<file path="config.mk">
export PLATFORM = sky130hd
export DESIGN_NAME = serv_mem_serdes
export DESIGN_NICKNAME = d
export VERILOG_FILES = /design/src/rtl/serv_mem_serdes.sv
export SDC_FILE = /design/constraint.sdc
export NUM_CORES = 1
export LEC_CHECK = 0
export CAP_MARGIN = 20
export CORE_MARGIN = 10
export CORE_UTILIZATION = 45
export CTS_CLUSTER_SIZE = 40
export DETAILED_ROUTE_END_ITERATION = 8
export DONT_BUFFER_PORTS = 1
export PLACE_DENSITY_LB_ADDON = 0.3
export SLEW_MARGIN = 20
export SYNTH_ARGS = -nofsm -noshare
export SYNTH_HDL_FRONTEND = slang
export SYNTH_SLANG_ARGS = --single-unit
export TNS_END_PERCENT = 20
</file>
<file path="constraint.sdc">
create_clock -name i_clk -period 2.53 [get_ports i_clk]
set_input_delay 0.3795 -clock i_clk [delete_from_list [all_inputs] [get_ports i_clk]]
set_output_delay 0.3795 -clock i_clk [all_outputs]
set_load 0.05 [all_outputs]
</file>
<file path="src/rtl/serv_mem_serdes.sv">
// Serial <-> Wishbone load/store engine for SERV.
// Gathers W-bit store beats into a word, runs one bus cycle, streams loads back.
module serv_mem_serdes #(
    parameter int W        = 1,
    parameter int WITH_CSR = 1
) (
    input  logic          i_clk,
    input  logic          i_rst,
    input  logic          i_start,
    input  logic          i_we,
    input  logic          i_signed,
    input  logic          i_word,
    input  logic          i_half,
    input  logic [1:0]    i_lsb,
    input  logic [W-1:0]  i_dat,
    output logic [W-1:0]  o_rd,
    output logic          o_rd_valid,
    output logic          o_busy,
    output logic          o_done,
    output logic          o_trap,
    output logic          o_misalign,
    output logic          o_wb_cyc,
    output logic          o_wb_we,
    output logic [3:0]    o_wb_sel,
    output logic [31:0]   o_wb_dat,
    input  logic [31:0]   i_wb_rdt,
    input  logic          i_wb_ack
);

    localparam int N = 32 / W;
    localparam logic [4:0] LAST = 5'(N - 1);
    localparam logic [4:0] WB   = 5'(W);

    typedef enum logic [2:0] {
        IDLE,
        SHIFT_IN,
        BUS,
        SHIFT_OUT,
        DONE
    } state_t;

    state_t      state_q, state_d;
    logic [4:0]  cnt_q, cnt_d;
    logic [31:0] data_q, data_d;
    logic        we_q, we_d;
    logic        signed_q, signed_d;
    logic        word_q, word_d;
    logic        half_q, half_d;
    logic [1:0]  lsb_q, lsb_d;
    logic        trap_q, trap_d;

    logic        c_word, c_half;
    logic [1:0]  c_lsb;
    logic [4:0]  base;
    logic [5:0]  size;
    logic        ext;

    // Misalignment looks at live inputs until the request is latched
    always_comb begin
        c_word = (state_q == IDLE) ? i_word : word_q;
        c_half = (state_q == IDLE) ? i_half : half_q;
        c_lsb  = (state_q == IDLE) ? i_lsb  : lsb_q;
        o_misalign = (WITH_CSR != 0)
                   & ((c_lsb[0] & (c_word | c_half)) | (c_lsb[1] & c_word));
    end

    assign o_wb_sel[3] = (lsb_q == 2'd3) | word_q | (half_q & lsb_q[1]);
    assign o_wb_sel[2] = (lsb_q == 2'd2) | word_q;
    assign o_wb_sel[1] = (lsb_q == 2'd1) | word_q | (half_q & ~lsb_q[1]);
    assign o_wb_sel[0] = (lsb_q == 2'd0);

    assign o_wb_dat   = data_q << {lsb_q, 3'b000};
    assign o_wb_cyc   = (state_q == BUS);
    assign o_wb_we    = o_wb_cyc & we_q;
    assign o_busy     = (state_q != IDLE);
    assign o_done     = (state_q == DONE);
    assign o_trap     = o_done & trap_q;
    assign o_rd_valid = (state_q == SHIFT_OUT);

    assign base = cnt_q * WB;
    assign size = word_q ? 6'd32 : (half_q ? 6'd16 : 6'd8);
    assign ext  = signed_q & data_q[5'(size - 6'd1)];

    // Bits past the access size are filled with the extension bit
    always_comb begin
        logic [5:0] k;
        k    = '0;
        o_rd = '0;
        if (o_rd_valid) begin
            for (int j = 0; j < W; j++) begin
                k = {1'b0, base} + 6'(j);
                o_rd[j] = (k < size) ? data_q[k[4:0]] : ext;
            end
        end
    end

    always_comb begin
        state_d  = state_q;
        cnt_d    = cnt_q;
        data_d   = data_q;
        we_d     = we_q;
        signed_d = signed_q;
        word_d   = word_q;
        half_d   = half_q;
        lsb_d    = lsb_q;
        trap_d   = trap_q;
        unique case (state_q)
            IDLE: begin
                if (i_start) begin
                    we_d     = i_we;
                    signed_d = i_signed;
                    word_d   = i_word;
                    half_d   = i_half;
                    lsb_d    = i_lsb;
                    cnt_d    = '0;
                    trap_d   = o_misalign;
                    if (o_misalign) state_d = DONE;
                    else if (i_we)  state_d = SHIFT_IN;
                    else            state_d = BUS;
                end
            end
            SHIFT_IN: begin
                data_d[base +: W] = i_dat;
                cnt_d = cnt_q + 5'd1;
                if (cnt_q == LAST) begin
                    cnt_d   = '0;
                    state_d = BUS;
                end
            end
            BUS: begin
                if (i_wb_ack) begin
                    if (we_q) begin
                        state_d = DONE;
                    end else begin
                        data_d  = i_wb_rdt >> {lsb_q, 3'b000};
                        cnt_d   = '0;
                        state_d = SHIFT_OUT;
                    end
                end
            end
            SHIFT_OUT: begin
                cnt_d = cnt_q + 5'd1;
                if (cnt_q == LAST) begin
                    cnt_d   = '0;
                    state_d = DONE;
                end
            end
            DONE: state_d = IDLE;
            default: state_d = IDLE;
        endcase
    end

    always_ff @(posedge i_clk) begin
        if (i_rst) begin
            state_q  <= IDLE;
            cnt_q    <= '0;
            data_q   <= '0;
            we_q     <= 1'b0;
            signed_q <= 1'b0;
            word_q   <= 1'b0;
            half_q   <= 1'b0;
            lsb_q    <= '0;
            trap_q   <= 1'b0;
        end else begin
            state_q  <= state_d;
            cnt_q    <= cnt_d;
            data_q   <= data_d;
            we_q     <= we_d;
            signed_q <= signed_d;
            word_q   <= word_d;
            half_q   <= half_d;
            lsb_q    <= lsb_d;
            trap_q   <= trap_d;
        end
    end

endmodule

</file>
; Yosys cells after proc, flatten, opt, wreduce, memory -nomap -nowiden
; Cells that the tools add are included.
[word_totals]
inputBits = 43
reg_bits = 47
out_inout_bits = 44
[classes]
addsub = 3
n_shift = 4
n_mux = 28
eq_ne = 13
reduce_logical = 10
bitwise = 15
order_cmp = 3
[op_table]
columns = operator, n
row1 = 32-bit two-way mux, 2
row2 = 32-bit case mux with 2 select lines, 1
row3 = 32-bit bitwise mux, 1
row4 = "1-bit by 7-bit variable shift with 32-bit output, first input constant", 1
row5 = 1-bit by 7-bit indexed part select with 32-bit output, 1
row6 = 32-bit by 5-bit << shifter with 32-bit output, 1
row7 = 32-bit by 5-bit right shift with 32-bit output, 1
row8 = 5-bit two-way mux, 5
row9 = 3-bit two-way mux, 6
row10 = 5-bit case mux with 3 select lines, 1
row11 = "5-bit by 6-bit less-than comparator with 1-bit output, second input constant", 2
row12 = 3-bit case mux with 4 select lines, 1
row13 = 1-bit binary-select mux with 5-bit select, 2
row14 = 4-bit AND reduction, 2
row15 = 1-bit AND, 7
row16 = 5-bit negation with 7-bit output, 1
row17 = 1-bit bitwise OR, 7
row18 = "3-bit by 2-bit equality test with 1-bit output, second input constant", 2
row19 = 5-bit by 6-bit less-than comparator with 1-bit output, 1
row20 = 1-bit two-way mux, 6
row21 = 6-bit two-way mux, 1
row22 = "2-bit inequality test, second input constant", 3
row23 = 3-bit nonzero test, 2
row24 = "5-bit by 1-bit adder with 5-bit output, second input constant", 1
row25 = 15 further kinds, 18

; Logic depth before layout (Yosys ltp)
; Gate-level depths: netlist of run 1.
[depth]
word_depth = 8
depth_mapped = 10
depth_no_buf = 8

; Worst setup path before layout of run 1
; Ideal clock, no wire load.
[synth_path]
kind = flip-flop to output port
from = reg lsb_q[1]
to = out o_misalign
arrival_time_ns = 2.285
t_required_ns = 2.151
stages_incl_launch_ff = 6
slack_ns = -0.134
cell_sequence = dfxtp_1 buf_2 buf_2 buf_2 a21oi_1 o31ai_1
[synth_between]
elab_chain_len = 3
[synth_lines]
columns = element, line_no
row1 = "start, declared", 49  ; logic [1:0] lsb_q, lsb_d;
row2 = "start signal, assigned", 172  ; lsb_q <= lsb_d;
row3 = 2-bit two-way mux, 62  ; c_lsb = (state_q == IDLE) ? i_lsb : lsb_q;
row4 = 1-bit AND, 64  ; & ((c_lsb[0] & (c_word | c_half)) | (c_lsb[1] & c_word));
row5 = 1-bit bitwise OR, 64
row6 = "end, declared", 21  ; output logic o_misalign,
; Every way passes these cells.

; Worst setup path in the final report of run 1
[layout_path]
from = reg cnt_q[4]
to = out o_rd
[layout_between]
elab_chain_len = 4
elab_cells_between_ends = 5
cone_classes = 1 x order compare / 4 x mux
[layout_lines]
columns = element, line_no
row1 = "start, declared", 43  ; logic [4:0] cnt_q, cnt_d;
row2 = "start signal, assigned", 166  ; cnt_q <= cnt_d;
row3 = 1-bit binary-select mux with 5-bit select, 92  ; o_rd[j] = (k < size) ? data_q[k[4:0]] : ext;
row4 = 1-bit two-way mux (not written as such), 92
row5 = 1-bit two-way mux (*), 92
row6 = 1-bit two-way mux (*), 89  ; if (o_rd_valid) begin
row7 = "end, declared", 16  ; output logic [W-1:0] o_rd,
; Mark *: on every way between the ends. The rest lies on a longest branch, timed or not. The select of a mux whose other input is x is not followed.

==> results of run 1 <==
logic make-up (layout without fill, tap and decap cells):
kind of cell | Yosys count | in the layout | synth area share, %
AOI/OAI and AO/OA | 189 | 189 | 30.0
xor gates and xnor gates | 2 | 2 | 0.569
adders and majority gates | 7 | 7 | 1.99
buffers and inverters | 64 | 96 | 7.42
DFF | 47 | 47 | 21.4
muxes | 62 | 62 | 15.7
and+or+nand+nor | 196 | 196 | 23.0
what timing repair did:
item                       in CTS  in global routing
buffers inserted                0                  0
resized for setup               0                  4
setup endpoints to repair       0                  3
sequential cells by signal, summed over array words and instances (netlist names):
register	flops
cnt_q	5
data_q	32
half_q	1
we_q	1
state_q	3
lsb_q	2
trap_q	1
signed_q	1
word_q	1
per-layer routing:
| metal | wire, microns | global-route usage [%] | part of all wire [%] |
|---|---|---|---|
| met3 | 1640 | 5.20 | 9.9 |
| met1 | 6780 | 28.4 | 41 |
| met2 | 7420 | 34.5 | 45 |
| met5 | 0 | 0 | 0 |
| met4 | 703 | 11.1 | 4.2 |
path summary, 6_finish.rpt:
path | startpoint | end
max reg2reg | cnt_q[0] | data_q[6]
max | cnt_q[4] | o_rd
min | i_rst | lsb_q[1]
min reg2reg | data_q[18] | data_q[18]
critical path, cell delays in order (launching register included):
cell	delay, ns
dfxtp_1	0.67
ha_1	0.33
o21a_1	0.11
o21bai_1	0.17
nand4_1	0.11
o22ai_1	0.12
buf_4	0.22
report_power, final:
part / switching, uW / internal [uW]
clock: 279 / 320
sequential: 149 / 809
combinational: 1120 / 615
total: 1550 / 1740
cell usage in the layout, fill, tap and decap left out, types with 4 or more instances in the layout:
master and instances:
nand3_1 20, ha_1 7, nor3_1 12, buf_12 14, dfxtp_1 44, o211ai_1 11
nand4_1 6, clkbuf_8 6, a41o_1 4, nand2b_1 6, nor2_1 54, o32ai_1 5
o21ai_0 23, o21ai_1 9, a211oi_1 31, and3_1 4, mux4_2 4, nand2_1 39
a21oi_1 46, nor2b_1 16, mux2i_1 48, and2_1 16, mux2_2 8, o22ai_1 5
a311oi_1 12, o31ai_1 7, inv_1 12, buf_4 59, a31oi_1 4
final cells by class:
type                            instances  area share, %
Inverter                               13          0.942
Clock inverter                          2          0.677
Timing Repair Buffer                   75           14.4
Tap cell                              133           3.21
Sequential cell                        47           18.3
Clock buffer                            6           1.59
Multi-Input combinational cell        456           60.9
per-stage QoR:
step                instances  setup WS [ns]
floorplan                 567        -0.0394
global placement          724          0.412
detailed placement        724          0.336
CTS                       732         0.0510
global route              732         0.0183
finish                    732          0.104
==> run metrics, run 1 <==
outcome=finished, final reports clean; CTS tree=yes; CTS clk-pin slew, worst paths=~0.10 ns; Worst VDD drop=just over 300 uV; fmax=0.412 GHz; # DRC=0; total power=approximately 3300 uW; n_diodes=0; synthesized area per cell=slightly below 8 sq um; Sinks on Clock Net=47; share of the core filled with cells=a little over half; vias after detailed routing=about 4,700; I/O pin count=87; pin count of the biggest net entering global routing=46; CTS buffer count=5; worst hold path stage count=1; post-DP HPWL=~13 mm; asr flop ratio synth=0%; R2R depth=7; Hold WS=between 0.1 and 0.15 ns; Final TNS setup=0 ns; Seq/Total Area, Yosys=about a fifth; min Tclk post-route=roughly 2.4 ns; first-pass GRT wire length=25.6 mm; Final GP Congestion=~0.98; most numerous cell in the Yosys netlist=nor2_1; vias in the first global route=4,405; power per cell area=around 640 nW/um^2; Final Hold Viols=0; Yosys reg bits=47; synth cell count leaders=54 x nor2_1, 48 x mux2i_1, 47 x dfxtp_1; DIE AREA=between 10,000 and 15,000 sq um; main area contributors after synthesis=dfxtp_1 21%, mux2i_1 11%, a211oi_1 5.3%; Post-Syn Area=between 4000 and 5000 sq um; Wirelength per Cell=~23 microns; type of the tightest min-delay check=in -> reg; num rows=36; max-cap violation count=0; CORE AREA=9640 sq um; Critical Path Sink Type=primary output; DRT iter0 DRCs=about 620; register area=~950 sq um; leakage power=~0.0019 uW; Routed WL=16.5 mm; crit path max fanout=14; share of the synthesized area in the top cell type=21.4%; CP required=approximately 2.2 ns; synth-to-layout area growth=17.6%; reg2reg setup slack=about 0.33 ns; CP Data Arrival Time=about 2.1 ns; pins over their slew limit=0; clock root buffer master=clkbuf_8; DIE HEIGHT=around 120 microns; Final Setup Violations=0; Clock Skews=between 0.008 and 0.009 ns; Yosys top cell by area=dfxtp_1; number of enable flip-flop cells after synthesis=0; syn nets=between 600 and 700; cell count after synthesis=about 570; Fillers=933; ratio of cells with drive above 1 in the final layout=between 20% and 30%; Startpoint Class=flop; Worst-Margin Slew=around 0.67 ns; final instance area=a little over 5000 sq um; vias per cell=roughly 6.5; Ys Warns=0; Nets=~650; All-Layer GR Usage=22.2%; Final period util=about 96%; Top FF cell, synth=dfxtp_1; initial core utilization=a little under half; CP Class=reg -> out; placed inst area=between 5000 and 6000 sq um; Post-DRT Antenna Nets=0; # hold bufs at CTS=0; grt ovf=0; clk buf depth=2; antenna violations before repair=0; area of the multi-input gates=~3200 sq um; Port Buffer Count=0; Clock Latency Late Sink=0.31 ns; relative slew slack=between 50 and 60%; RSZ-0062 raised after global routing=false; CTS HTree Levels=2; Netlist cell types=a little over 70; DRT Pass-1 Iters=6; Die X=about 120 microns
(Power assumes the default switching activity.)
==> run 2: changes to the inputs <==
--- a/config.mk
+++ b/config.mk
@@ -11,6 +11,8 @@
 export CTS_CLUSTER_SIZE = 40
 export DETAILED_ROUTE_END_ITERATION = 8
 export DONT_BUFFER_PORTS = 1
+export GPL_TIMING_DRIVEN = 0
+export HOLD_SLACK_MARGIN = 0.12
 export PLACE_DENSITY_LB_ADDON = 0.3
 export SLEW_MARGIN = 20
 export SYNTH_ARGS = -nofsm -noshare
==> run metrics, run 2 (same netlist as run 1, synthesis figures left out) <==
Startpoint Class=flop; CP Data Arrival Time=2.21 ns (+0.16 ns); relative slew slack=43.7% (-12 points); I/O pin count=87 (unchanged); R2R Path End=data_q[1]; Worst R2R Start=cnt_q[0]; DRT iter0 DRCs=639 (+2.6%); CP Class=reg -> out; post-route insts no fill=708 (-3.3%); max reg flops=32 (unchanged); final instance area=5070 sq um (-2.0%); reg2reg setup slack=0.05 ns (-0.28 ns); CORE AREA=9640 sq um (unchanged); critical path's slowest cell=o21ai_2; num rows=36 (unchanged); min-delay src=i_lsb[0]; Clock Latency Late Sink=0.32 ns (about the same); CTS clk-pin slew, worst paths=0.10 ns (about the same); CTS buffer count=5 (unchanged); CTS HTree Levels=2 (unchanged); Worst VDD drop=259 uV (-16%); min Tclk post-route=2.59 ns (+0.162 ns); first-pass GRT wire length=28.7 mm (+12%); R2R depth=10 (+3); post-DP HPWL=14.5 mm (+13%); # DRC=0 (unchanged); ratio of cells with drive above 1 in the final layout=23.7% (+2.8 points); initial core utilization=45.7% (unchanged); Fillers=961 (+3.0%); clk buf depth=2 (unchanged); vias after detailed routing=4,909 (+3.9%); # hold bufs at CTS=0 (unchanged); Worst Hold Path EP=lsb_q[0]; DRT Pass-1 Iters=5 (-1); leading cell type in the layout, fill and taps excluded=mux2i_1; RSZ-0062 raised after global routing=true; synth-to-layout area growth=15.2%; DIE AREA=14,100 sq um (unchanged); crit path max fanout=10 (-4); crit-path cells=buf_4 > buf_4 > buf_2 > mux2i_1 > o21ai_2; fmax=0.386 GHz (-6.3%); DIE HEIGHT=119 microns (unchanged); clock root buffer master=clkbuf_8; top flop regs=data_q x32, cnt_q x5, state_q x3; n_diodes=0 (unchanged); max-cap violation count=0 (unchanged); antenna violations before repair=1 (+1); Final GP Congestion=1.02 (+4.7%); CTS tree=yes; vias in the first global route=4,703 (+6.8%); placed cell count=700 (-3.3%); Clock Skews=0.0169 ns (+0.00889 ns); Routed WL=19.1 mm (+16%); Worst-Margin Slew=0.840 ns (+0.170 ns); vias per cell=6.93 (+7.4%); leakage power=0.00170 uW (-9.5%); Nets=624 (-3.7%); Post-DRT Antenna Nets=0 (unchanged); Final Setup Violations=2 (+2); CP required=2.15 ns (about the same); commonest cells after routing, fill and taps aside=45 x mux2i_1, 44 x nor2_1, 42 x dfxtp_1; grt ovf=0 (unchanged); Most flops, register=data_q; Die X=119 microns (unchanged); pins over their slew limit=0 (unchanged); most frequent CP cell=buf_4; final worst slack=-0.0575 ns (-0.162 ns); All-Layer GR Usage=25.5% (+3.3 points); pin count of the biggest net entering global routing=20 (-57%); Critical Path Sink Type=primary output; power per cell area=675 nW/um^2 (+6.2%); type of the tightest min-delay check=in -> reg; Wirelength per Cell=27.0 microns (+20%); Final Hold Viols=0 (unchanged); failing checks=setup timing; worst hold path stage count=2 (+1); outcome=finished with violations; Sinks on Clock Net=47 (unchanged); placed inst area=4580 sq um (-9.3%); Port Buffer Count=0 (unchanged); Final period util=102% (+6.4 points); Max stage delay on crit path=0.54 ns (-0.13 ns)
[run 2: cell types whose count changed in the layout (fill, tap and decap cells not counted), sizes merged]
cell / before / now
clkinv: 2 / 1
bufinv: 1 / 2
buf: 75 / 33
clkbuf: 6 / 24
clkinvlp: 0 / 1
inv: 12 / 11
[run 2: layout make-up]
class / instances / area, sq um / area share, %
clock inverters: 2 / 60.1 / 1.18
multi-input cells: 456 / 3430 / 67.7
well taps: 133 / 166 / 3.28
flip-flops and latches: 47 / 952 / 18.8
plain buffers: 50 / 327 / 6.44
repair buffers: 1 / 7.51 / 0.148
clock buffers: 6 / 72.6 / 1.43
inverters: 13 / 52.6 / 1.04
[run 2: routing by layer]
| layer | global-route usage (%) | up-vias | part of all wire, % |
|---|---|---|---|
| met2 | 39.8 | 379 | 44 |
| met4 | 11.0 | 2 | 4.0 |
| li1 | - | 2140 | - |
| met5 | 0 | - | 0.063 |
| met3 | 7.46 | 67 | 12 |
| met1 | 32.1 | 2321 | 40 |
[run 2: metrics by stage]
stage	setup slack (ns)	power [uW]	TNS, ns	hold slack, ns	utilization, %
2_1_floorplan	-0.0394	2170	-0.0788	0.431	-
3_3_place_gp	-0.507	2530	-16.80	0.473	47.4
3_5_place_dp	-0.538	2550	-13.98	0.493	47.5
4_1_cts	-0.0712	3330	-0.261	0.197	51.8
5_1_grt	-0.103	3540	-0.360	0.207	52.6
6_report	-0.0575	3420	-0.0824	0.200	52.6
[run 2: worst max-delay path by stage]
stage / startpoint / to / slack, ns
final: lsb_q[1] / o_wb_dat[20] / -0.06
after global routing: lsb_q[1] / o_wb_dat[20] / -0.10
after CTS: lsb_q[0] / o_wb_dat[19] / -0.07
after detailed placement: cnt_q[1] / data_q[5] / -0.54
after global placement: cnt_q[1] / data_q[7] / -0.51
after floorplan: lsb_q[1] / o_wb_dat[20] / -0.04
[run 2: where the power goes]
part           total [uW]  internal (uW)  switching (uW)
Sequential            906            808            98.4
Clock                 688            396             292
Combinational        1830            528            1300
Total                3420           1730            1690
[run 2: repair_timing]
| item | in CTS | in global routing |
|---|---|---|
| resized for setup | 67 | 32 |
| pin swaps | 6 | 3 |
| endpoints found under the hold margin | 0 | 0 |
| setup endpoints to repair | 70 | 51 |
| setup buffers | 1 | 0 |
[run 2: worst max-delay path, delay by kind of cell, from the launching register on]
| kind | cells | cell delay, ns |
|---|---|---|
| buffers and inverters | 3 | 0.81 |
| DFF | 1 | 0.32 |
| AOI/OAI and AO/OA | 1 | 0.54 |
| muxes | 1 | 0.21 |
